[config.mk]
export PLATFORM = sky130hd
export DESIGN_NAME = fsm_cmd_issuer
export DESIGN_NICKNAME = d
export VERILOG_FILES = /design/src/rtl/fsm_cmd_pkg.sv /design/src/rtl/fsm_cmd_timer.sv /design/src/rtl/fsm_cmd_issuer.sv
export SDC_FILE = /design/constraint.sdc
export NUM_CORES = 1
export LEC_CHECK = 0
export CORE_MARGIN = 1
export CORE_UTILIZATION = 50
export CTS_CLUSTER_SIZE = 40
export DETAILED_ROUTE_END_ITERATION = 8
export PLACE_DENSITY = 0.75
export SETUP_SLACK_MARGIN = 0.02
export SLEW_MARGIN = 10
export SYNTH_ARGS = -nofsm -noshare
export SYNTH_HDL_FRONTEND = slang
export SYNTH_HIERARCHICAL = 1
export SYNTH_SLANG_ARGS = --single-unit
export TNS_END_PERCENT = 50
[constraint.sdc]
create_clock -name clk -period 2.2 [get_ports clk]
set_input_delay 0.44 -clock clk [delete_from_list [all_inputs] [get_ports clk]]
set_output_delay 0.44 -clock clk [all_outputs]
set_load 0.1 [all_outputs]
[src/rtl/fsm_cmd_pkg.sv]
// fsm_cmd_pkg: state/error encodings and command codes shared by the command issuer
package fsm_cmd_pkg;

    typedef enum logic [2:0] {
        IDLE  = 3'd0,
        ISSUE = 3'd1,
        WAIT  = 3'd2,
        DONE  = 3'd3,
        ERR   = 3'd4
    } state_t;

    typedef enum logic [1:0] {
        NONE     = 2'b00,
        TIMEOUT  = 2'b01,
        BAD_MODE = 2'b10,
        BAD_ECHO = 2'b11
    } err_code_t;

    localparam logic [2:0] CMD_IDLE = 3'h0;
    localparam logic [2:0] CMD_M1   = 3'h5;
    localparam logic [2:0] CMD_M2   = 3'h4;
    localparam logic [2:0] CMD_M3   = 3'h3;

    function automatic logic [2:0] mode_cmd(input logic [1:0] m);
        return m == 2'd1 ? CMD_M1 : m == 2'd2 ? CMD_M2 : m == 2'd3 ? CMD_M3 : CMD_IDLE;
    endfunction

endpackage

[src/rtl/fsm_cmd_timer.sv]
// fsm_cmd_timer: clearable 8-bit echo-wait counter with terminal-count flag
module fsm_cmd_timer #(
    parameter int TIMEOUT_CYCLES = 16
) (
    input  logic clk,
    input  logic rst,
    input  logic clr,
    output logic tc
);

    logic [7:0] count;

    always_ff @(posedge clk) begin
        count <= (rst || clr) ? 8'd0 : count + 8'd1;
    end

    assign tc = count == 8'(TIMEOUT_CYCLES - 1);

endmodule

[src/rtl/fsm_cmd_issuer.sv]
// fsm_cmd_issuer: issues a mode command, waits for the echo, retries on timeout.
// Define FSM_CMD_ISSUER_STATE_GUARD_EN to flag and report illegal state encodings.
module fsm_cmd_issuer
    import fsm_cmd_pkg::*;
#(
    parameter int TIMEOUT_CYCLES = 16,
    parameter int MAX_RETRY      = 2
) (
    input  logic       clk,
    input  logic       rst,
    input  logic       req_valid,
    output logic       req_ready,
    input  logic [1:0] req_mode,
    output logic [2:0] cmd_out,
    output logic       cmd_valid,
    input  logic [2:0] status_in,
    output logic       done,
    output logic       err,
    output logic [1:0] err_code,
    output logic       illegal_state
);

    localparam logic [1:0] MAX_R = 2'(MAX_RETRY);

    state_t     state;
    logic [1:0] mode;
    logic [1:0] retry;
    logic       tc;

    fsm_cmd_timer #(.TIMEOUT_CYCLES(TIMEOUT_CYCLES)) u_timer (
        .clk(clk),
        .rst(rst),
        .clr(state != WAIT),
        .tc (tc)
    );

    assign req_ready = (state == IDLE) && !rst;

    // Outputs are registered on the transition into the state they belong to.
    always_ff @(posedge clk) begin
        if (rst) begin
            state     <= IDLE;
            mode      <= 2'd0;
            retry     <= 2'd0;
            cmd_valid <= 1'b0;
            cmd_out   <= CMD_IDLE;
            done      <= 1'b0;
            err       <= 1'b0;
            err_code  <= NONE;
`ifdef FSM_CMD_ISSUER_STATE_GUARD_EN
            illegal_state <= 1'b0;
`endif
        end else begin
            cmd_valid <= 1'b0;
            cmd_out   <= CMD_IDLE;
            done      <= 1'b0;
            err       <= 1'b0;
            case (state)
                IDLE: if (req_valid) begin
                    if (req_mode == 2'd0) begin
                        state    <= ERR;
                        err      <= 1'b1;
                        err_code <= BAD_MODE;
                    end else begin
                        state     <= ISSUE;
                        mode      <= req_mode;
                        retry     <= 2'd0;
                        err_code  <= NONE;
                        cmd_valid <= 1'b1;
                        cmd_out   <= mode_cmd(req_mode);
                    end
                end
                ISSUE: state <= WAIT;
                WAIT: begin
                    if (status_in == {1'b1, mode}) begin
                        state <= DONE;
                        done  <= 1'b1;
                    end else if (!status_in[2]) begin
                        state    <= ERR;
                        err      <= 1'b1;
                        err_code <= BAD_ECHO;
                    end else if (tc && retry < MAX_R) begin
                        state     <= ISSUE;
                        retry     <= retry + 2'd1;
                        cmd_valid <= 1'b1;
                        cmd_out   <= mode_cmd(mode);
                    end else if (tc) begin
                        state    <= ERR;
                        err      <= 1'b1;
                        err_code <= TIMEOUT;
                    end
                end
                DONE, ERR: state <= IDLE;
                default: begin
                    state <= IDLE;
`ifdef FSM_CMD_ISSUER_STATE_GUARD_EN
                    illegal_state <= 1'b1;
                    err           <= 1'b1;
                    err_code      <= BAD_ECHO;
`endif
                end
            endcase
        end
    end

`ifndef FSM_CMD_ISSUER_STATE_GUARD_EN
    assign illegal_state = 1'b0;
`endif

endmodule

After elaboration in Yosys (flattened, before gate mapping)
Cells that the tools add are included.
W data, S select, Z words.
- add/subtract/negate cells: 2
- magnitude comparators: 1
- equal/unequal tests: 19
- muxes and demuxes: 46
- bitwise logic cells: 2
- reduce and logical (&&, ||, !) cells: 12
- operators by type and width (kind ; number):
    $mux W3 ; 15
    $mux W2 ; 13
    $mux W1 ; 12
    $ne A2 B2 Y1 const B ; 5
    $pmux W3 S3 ; 1
    $add A8 B1 Y8 const B ; 1
    $eq A2 B2 Y1 const B ; 4
    $eq A8 B4 Y1 const B ; 1
    $pmux W2 S2 ; 2
    $ne A3 B3 Y1 const B ; 2
    $pmux W3 S2 ; 1
    $reduce_and A6 Y1 ; 1
    $ne A5 B5 Y1 const B ; 1
    $reduce_and A5 Y1 ; 1
    $eq A2 B1 Y1 const B ; 2
    $pmux W1 S2 ; 2
    $eq A3 B1 Y1 const B ; 1
    $eq A3 B2 Y1 const B ; 1
    $eq A3 B3 Y1 ; 1
    $logic_not A3 Y1 ; 1
    $ne A3 B2 Y1 const B ; 1
    $reduce_and A3 Y1 ; 1
    $add A2 B1 Y2 const B ; 1
    $logic_and A1 B1 Y1 ; 2
    other kinds (8) ; 9
- register bits after elaboration: 23
- bits of input ports: 8
- word-level logic and storage cells: 91

Longest topological paths before layout
Gate-level depths: netlist of run 1.
- depth in word-level cells: 8
- mapped depth: 6
- depth with buffers taken out: 6

Hierarchy
The synthesis of run 1 kept the hierarchy.
- modules (own cells, without submodules) (module ; instances ; cells each ; area an instance (um2) ; seq. area each (um2)):
    fsm_cmd_issuer ; 1 ; 88 ; 797.0 ; 300.3
    fsm_cmd_timer ; 1 ; 37 ; 320.3 ; 160.2

Least setup slack after synthesis of run 1
No wires, ideal clock.
- kind: input-to-output
- start point: in rst
- end point: out req_ready
- arrival time: 2.333 ns
- required time: 1.760 ns
- path slack: -0.573 ns
- stages on the path: 4
- path through: clkbuf_1 -> or3_1 -> clkbuf_1 -> nor2_1
- cells in the longest elaborated chain, start to end: 2
- ends and longest elaborated chain (what ; line ; source):
    start, declared ; fsm_cmd_issuer.sv:10 ; input logic rst,
    $logic_not A1 Y1 ; fsm_cmd_issuer.sv:37 ; assign req_ready = (state == IDLE) && !rst;
    $logic_and A1 B1 Y1 ; fsm_cmd_issuer.sv:37 ;
    end, declared ; fsm_cmd_issuer.sv:12 ; output logic req_ready,
Every way passes these cells.

Worst setup path in the final report of run 1
- start point: reg u_timer.count[5]
- end point: reg retry[0]
- cells in the longest elaborated chain, start to end: 4
- ends and longest elaborated chain (what ; line ; source):
    start, declared ; fsm_cmd_timer.sv:11 ; logic [7:0] count;
    start signal, assigned ; fsm_cmd_timer.sv:14 ; count <= (rst || clr) ? 8'd0 : count + 8'd1;
    $eq A8 B4 Y1 ; fsm_cmd_timer.sv:17 ; assign tc = count == 8'(TIMEOUT_CYCLES - 1);
    via tc ; fsm_cmd_issuer.sv:28 ; logic tc;
    $logic_and A1 B1 Y1 ; fsm_cmd_issuer.sv:82 ; end else if (tc && retry < MAX_R) begin
    $ne A2 B2 Y1 (no source line) ; -- ;
    $reduce_and A6 Y1 (no source line) ; -- ;
    end signal, assigned ; fsm_cmd_issuer.sv:84 ; retry <= retry + 2'd1;
    end, declared ; fsm_cmd_issuer.sv:27 ; logic [1:0] retry;
The timed path passes the listed nets, and every way through them passes these cells.
A chain may end at the register's enable or synchronous reset.

==> metrics.md, run 1 <==
| Metric | Value |
|---|---|
| Outcome | `finished, final reports clean` |
| Final Power | `821 uW` |
| DIE WIDTH | `49.3 um` |
| Setup repair after global routing missed its margin | `no` |
| Critical path data required time | `2400 ps` |
| Setup clock skew after layout | `1.78 ps` |
| Area contributors post-synth | `dfxtp_1, ha_1, o21ai_0` |
| Antenna violations before repair | `0` |
| Final count of pins violating max slew | `0` |
| Via Count | `988` |
| Post-place instance area | `1320 um^2` |
| Top cell type's share of synthesized area | `41.2%` |
| Largest vdd supply drop | `0.411 mV` |
| Count of buffers from port buffering | `16` |
| Max incr delay on CP | `530 ps` |
| Number of sinks on the clock net | `23` |
| Via density | `5.71` |
| DIE AREA | `2430 um^2` |
| Post-synthesis async set-or-reset flop share | `0%` |
| Clock tree root buffer cell | `clkbuf_4` |
| Leak pwr | `0.000518 uW` |
| CTS tree | `done` |
| Overall Global Routing Usage | `20.6%` |
| Yosys cell types | `41` |
| Remaining number of nets flagged by the antenna check after routing | `0` |
| Placeable core region | `2020 um^2` |
| Iteration-0 DRC Markers | `14` |
| Post-detailed-placement half-perimeter wirelength | `1670 um` |
| Worst Path Max Fanout | `6` |
| Synthesized area | `1120 um^2` |
| Number of enable-type register cells in the synthesized netlist | `0` |
| DRC Markers | `0` |
| Cell-by-cell listing of the critical path | `or4_1, nor2_2, or4b_1, a211o_4, mux2i_2` |
| Post-synth top flop | `dfxtp_1` |
| Cell accounting for the most synthesized area | `dfxtp_1` |
| Detailed Routing Iterations Pass 1 | `4` |
| Via count of the first global-routing pass | `863` |
| Worst relative slew slack | `65.7%` |
| Number of hold buffers added after CTS | `0` |
| Global placer's final weighted congestion | `0.824` |
| Kind of capture point of the worst setup path | `flop` |
| Nets | `162` |
| Total number of H-tree levels | `1` |
| Number of buffers created by CTS | `3` |
| Slowest stage cell, crit path | `or4_1` |
| Syn_nets | `140` |
| Pin count of the biggest net entering global routing | `13` |
| Reg-to-reg slack, setup | `90 ps` |
| Clock latency on the worst-skew pair | `300 ps` |
| Avg WL per Cell | `13.1 um` |
| Power density over the cells | `600 nW/um^2` |
| Final Hold Violating Endpoints | `0` |
| Type of the setup path with the least slack | `reg2reg` |
| Maximum Capacitance Violations | `0` |
| Area Growth Syn to Fin | `22.5%` |
| Setup violations, final | `0` |
| Number of top-level pins | `18` |
| CTS max path bufs | `2` |
| Highest achievable clock rate | `0.474 GHz` |
| Starting density of the core | `55.3%` |
| Total negative slack | `0 ps` |
| # diodes | `0` |
| Post-Route WL | `2260 um` |
| Worst hold path type | `reg2reg` |
| Worst hold slack | `479 ps` |
| Cell with the most instances after synthesis | `dfxtp_1` |
| Cell area after layout | `1370 um^2` |
| Chip Height | `49.3 um` |
| Kind of cell adding the most delay to the critical path | `simple AND/OR/NAND/NOR gates` |
| Seq cells post-synth | `23` |
| Cells after Synth | `125` |
| Most used standard cells in the synthesized netlist | `dfxtp_1, nor2_1, o21ai_0` |
| CP arrival | `2310 ps` |
| Measured slew at the worst slew-check pin | `511 ps` |
| Sequential element share of the synthesized area | `41.2%` |
| Cell row count | `16` |
| Nature of the critical path startpoint | `flop` |
| Average cell area after synthesis | `8.94 um^2` |
| Final period utilization | `95.9%` |
| Clock-pin slew on the worst setup and hold paths | `120 ps` |
| GRT overflow | `0` |
| Fin crit period | `2110 ps` |
| Global-route wire length before repair | `3860 um` |
| Buf/Inv on CP | `0` |
| YS warnings | `6` |
| Fraction of final layout cells with drive strength greater than 1 | `20.5%` |
per-stage QoR:
step	utilization [%]	std cells	worst slack, ps
2_1_floorplan	-	125	181
4_1_cts	66.6	172	82.8
3_3_place_gp	65.3	168	155
3_5_place_dp	65.3	168	105
6_report	67.7	173	91.0
5_1_grt	67.7	173	8.59
layout by cell type, fill, tap and decap left out, types with 2 or more instances in the layout:
cell | synthesis | routed
clkdlybuf4s50_1 | 0 | 7
nor2_1 | 9 | 7
ha_1 | 7 | 7
o22ai_1 | 3 | 3
or3_1 | 7 | 7
nand2_1 | 7 | 7
clkbuf_4 | 0 | 3
or2_2 | 2 | 2
nor2b_1 | 2 | 2
buf_4 | 1 | 15
inv_1 | 7 | 7
o21ai_0 | 9 | 9
nand3_1 | 6 | 6
xnor2_1 | 4 | 4
dfxtp_1 | 23 | 23
a311oi_1 | 2 | 2
a21oi_1 | 7 | 7
report_power, final:
| part | leakage, uW | internal [uW] | switching (uW) | total (uW) |
|---|---|---|---|---|
| logic | 0.000317 | 65.9 | 121 | 187 |
| registers | 0.000186 | 428 | 12.9 | 441 |
| clock network | 0.0000150 | 70.7 | 122 | 193 |
| total | 0.000518 | 565 | 256 | 821 |
timing repair:
| action | CTS | global route |
|---|---|---|
| buffers inserted | 0 | 1 |
| endpoints found under the hold margin | 0 | 0 |
| resized for setup | 0 | 3 |
| setup endpoints to repair | 0 | 5 |
area by class of cell:
| class | count | area (um^2) |
|---|---|---|
| inverters | 7 | 26.3 |
| multi-input cells | 89 | 619 |
| repair buffers | 23 | 203 |
| clock buffers | 4 | 26.3 |
| flip-flops and latches | 23 | 460 |
| fillers | 175 | 653 |
| well taps | 27 | 33.8 |
flip-flops by register name, summed over array words and instances, names as in the netlist:
| register | count |
|---|---|
| cmd_out | 3 |
| cmd_valid | 1 |
| done | 1 |
| err | 1 |
| err_code | 2 |
| mode | 2 |
| retry | 2 |
| state | 3 |
| u_timer/count | 8 |
logic make-up (layout without fill, tap and decap cells):
family	Yosys count	after routing	synth area share (%)
simple gates	43	43	21.7
xor+xnor	5	5	3.92
flops	23	23	41.2
other cells	1	1	0.336
compound gates	31	31	17.7
buf+inv	13	34	5.38
fa+ha+maj	7	7	7.84
mux	2	2	1.90
path summary, 6_finish.rpt:
kind,start,to,cells after the start
max,u_timer/count[5],retry[0],5
min,u_timer/count[0],u_timer/count[0],1
min reg2reg,u_timer/count[0],u_timer/count[0],1
max reg2reg,u_timer/count[5],retry[0],5
layer usage:
layer	vias up	global-route usage [%]	wire, um
met5	-	0	0
met4	0	8.82	37
met3	6	4.05	100
met2	33	31.3	1070
met1	461	28.1	1050
li1	488	-	-
Note: power is estimated with default switching activity, not from simulation.
==> inputs of run 2 (changes only) <==
--- a/config.mk
+++ b/config.mk
@@ -6,10 +6,9 @@
 export NUM_CORES = 1
 export LEC_CHECK = 0
 export CORE_MARGIN = 1
-export CORE_UTILIZATION = 50
-export CTS_CLUSTER_SIZE = 40
+export CORE_UTILIZATION = 51
 export DETAILED_ROUTE_END_ITERATION = 8
-export PLACE_DENSITY = 0.75
+export PLACE_DENSITY = 0.77
 export SETUP_SLACK_MARGIN = 0.02
 export SLEW_MARGIN = 10
 export SYNTH_ARGS = -nofsm -noshare
==> run 2 against run 1 <==
Die area down 1.9%; register-to-register slack gained 20 ps; sequential share of layout area up 0.44 points; wire length grew 1.2%; cell count fell by 1.2%; sequential cell count unchanged; via count shrank 2.2%; clock skew shrank 1.2 ps; sequential power about the same; design area fell by 1.3%; global-route usage is 0.62 points higher; worst hold slack gained 12 ps; critical path type unchanged; critical endpoint is now cmd_out[2]; highest routed layer unchanged.
==> metrics.md, run 2 (synthesized netlist as in run 1, its figures left out) <==
| Metric | Value |
|---|---|
| Worst Path Max Fanout | `6 (unchanged)` |
| Cell area after layout | `1350 um^2 (-1.3%)` |
| CTS tree | `done` |
| Count of placed standard cells including taps | `167 (-0.60%)` |
| Most frequent standard cell in the layout excluding fill and tap cells | `dfxtp_1` |
| Clock-pin slew on the worst setup and hold paths | `130 ps (about the same)` |
| Logic depth of the worst setup path including buffers | `5 (unchanged)` |
| Share of total power in sequential cells | `53.8% (about the same)` |
| Type of the setup path with the least slack | `reg2reg` |
| Final count of pins violating max slew | `0 (unchanged)` |
| Global-route wire length before repair | `3960 um (+2.7%)` |
| Worst hold path type | `reg2reg` |
| Worst relative slew slack | `65.1% (-0.62 points)` |
| Detailed Routing Iterations Pass 1 | `4 (unchanged)` |
| Chip Height | `48.8 um (-0.94%)` |
| Post-CTS Setup Bufs | `0 (unchanged)` |
| Overall Global Routing Usage | `21.2% (+0.62 points)` |
| Max incr delay on CP | `540 ps (about the same)` |
| Maximum Capacitance Violations | `0 (unchanged)` |
| Number of buffers created by CTS | `3 (unchanged)` |
| Cell-by-cell listing of the critical path | `or4_1, nor2_2, or4b_1, a211o_4, o31ai_2` |
| Via Count | `966 (-2.2%)` |
| Cell row count | `16 (unchanged)` |
| Clock tree root buffer cell | `clkbuf_4` |
| Max reg flops | `8 (unchanged)` |
| Final period utilization | `94.9% (-0.99 points)` |
| Top register by number of flip-flops | `u_timer/count` |
| Clock latency on the worst-skew pair | `300 ps (about the same)` |
| Pin count of the biggest net entering global routing | `14 (+1)` |
| Measured slew at the worst slew-check pin | `520 ps (+9.21 ps)` |
| Net switching fraction of the power | `31.7% (+0.50 points)` |
| Iteration-0 DRC Markers | `22 (+8)` |
| Buf/Inv on CP | `0 (unchanged)` |
| GRT overflow | `0 (unchanged)` |
| Placeable core region | `2000 um^2 (-0.99%)` |
| Largest vdd supply drop | `0.326 mV (-21%)` |
| DRC Markers | `0 (unchanged)` |
| Avg WL per Cell | `13.4 um (+2.4%)` |
| DIE AREA | `2380 um^2 (-1.9%)` |
| Slowest stage cell, crit path | `or4_1` |
| Total of cells resized after clock tree synthesis | `0 (unchanged)` |
| Number of top-level pins | `18 (unchanged)` |
| Fin crit period | `2090 ps (-21.7 ps)` |
| Power density over the cells | `607 nW/um^2 (+1.3%)` |
| Critical path data required time | `2430 ps (+30 ps)` |
| Number of non-filler instances in the completed layout | `171 (-1.2%)` |
| Nature of the critical path startpoint | `flop` |
| # diodes | `0 (unchanged)` |
| Gate power share | `22.7% (about the same)` |
| Outcome | `finished, final reports clean` |
| Switching pwr | `260 uW (+1.6%)` |
| Cells on Worst Hold Path | `1 (unchanged)` |
| Via density | `5.65 (-1.1%)` |
| Setup repair after global routing missed its margin | `no` |
| Most frequent cells in the layout | `dfxtp_1, buf_4, o21ai_0` |
| Area Growth Syn to Fin | `20.9%` |
| Total number of H-tree levels | `1 (unchanged)` |
| Setup clock skew after layout | `0.627 ps (-1.15 ps)` |
| Number of hold buffers added after CTS | `0 (unchanged)` |
| Kind of cell adding the most delay to the critical path | `simple AND/OR/NAND/NOR gates` |
| Nets | `160 (-1.2%)` |
| Final Hold Violating Endpoints | `0 (unchanged)` |
| Starting density of the core | `55.8% (+0.55 points)` |
| CP arrival | `2320 ps (about the same)` |
| Fraction of final layout cells with drive strength greater than 1 | `19.4% (-1.1 points)` |
| Remaining number of nets flagged by the antenna check after routing | `0 (unchanged)` |
| Internal Pwr Total | `561 uW (-0.74%)` |
| Via count of the first global-routing pass | `891 (+3.2%)` |
| Post-detailed-placement half-perimeter wirelength | `1730 um (+3.6%)` |
| Number of cells on the worst reg-to-reg path | `5 (unchanged)` |
| Setup violations, final | `0 (unchanged)` |
| DIE WIDTH | `48.8 um (-0.94%)` |
| Clock network fraction of total power | `23.5% (about the same)` |
| Number of sinks on the clock net | `23 (unchanged)` |
| Antenna violations before repair | `0 (unchanged)` |
| Worst hold slack | `491 ps (+12.3 ps)` |
| Post-Route WL | `2290 um (+1.2%)` |
| Biggest registers after layout | `u_timer/count (8), cmd_out (3), state (3)` |
| Kind of capture point of the worst setup path | `flop` |
| Count of buffers from port buffering | `16 (unchanged)` |
| Highest achievable clock rate | `0.479 GHz (+1.0%)` |
| Total negative slack | `0 ps (unchanged)` |
| CTS max path bufs | `2 (unchanged)` |
| Number of fillers in the final layout | `158 (-9.7%)` |
| Reg-to-reg slack, setup | `110 ps (+20 ps)` |
| Post-place instance area | `1310 um^2 (-0.57%)` |
| Utilization of the core after routing | `67.5% (-0.20 points)` |
| Leak pwr | `0.000514 uW (-0.67%)` |
| Global placer's final weighted congestion | `0.861 (+4.4%)` |
[run 2: path summary, 6_finish.rpt]
kind	endpoint	start
min reg2reg	u_timer/count[0]	u_timer/count[0]
min	u_timer/count[0]	u_timer/count[0]
max	cmd_out[2]	u_timer/count[4]
max reg2reg	cmd_out[2]	u_timer/count[4]
[run 2: area by class of cell]
class	count	area (um^2)	area share, %
Clock buffer	3	22.5	1.67
Clock inverter	1	5.00	0.370
Inverter	7	26.3	1.94
Sequential cell	23	460	34.1
Tap cell	27	33.8	2.50
Timing Repair Buffer	21	188	13.9
Multi-Input combinational cell	89	616	45.6
[run 2: routing by layer]
metal / part of all wire (%) / wire, um / GRT usage [%] / vias to the layer above
li1: - / - / - / 483
met5: 0 / 0 / 0 / -
met1: 48 / 1100 / 29.9 / 459
met3: 3.6 / 83 / 2.80 / 2
met4: 0.39 / 9 / 7.84 / 0
met2: 48 / 1100 / 33.1 / 22
[run 2: through the flow]
stage                     worst slack, ps  power [uW]
final                                 113         821
after detailed placement             83.2         635
after global routing                 23.6         860
after CTS                            40.9         824
after global placement                151         631
after floorplan                       181         576
[run 2: power by group through the flow]
stage,clock network [uW],registers (uW),logic [uW]
floorplan,0,488,87.4
global placement,0,450,181
detailed placement,0,451,184
CTS,198,442,185
global route,219,444,197
finish,193,442,186
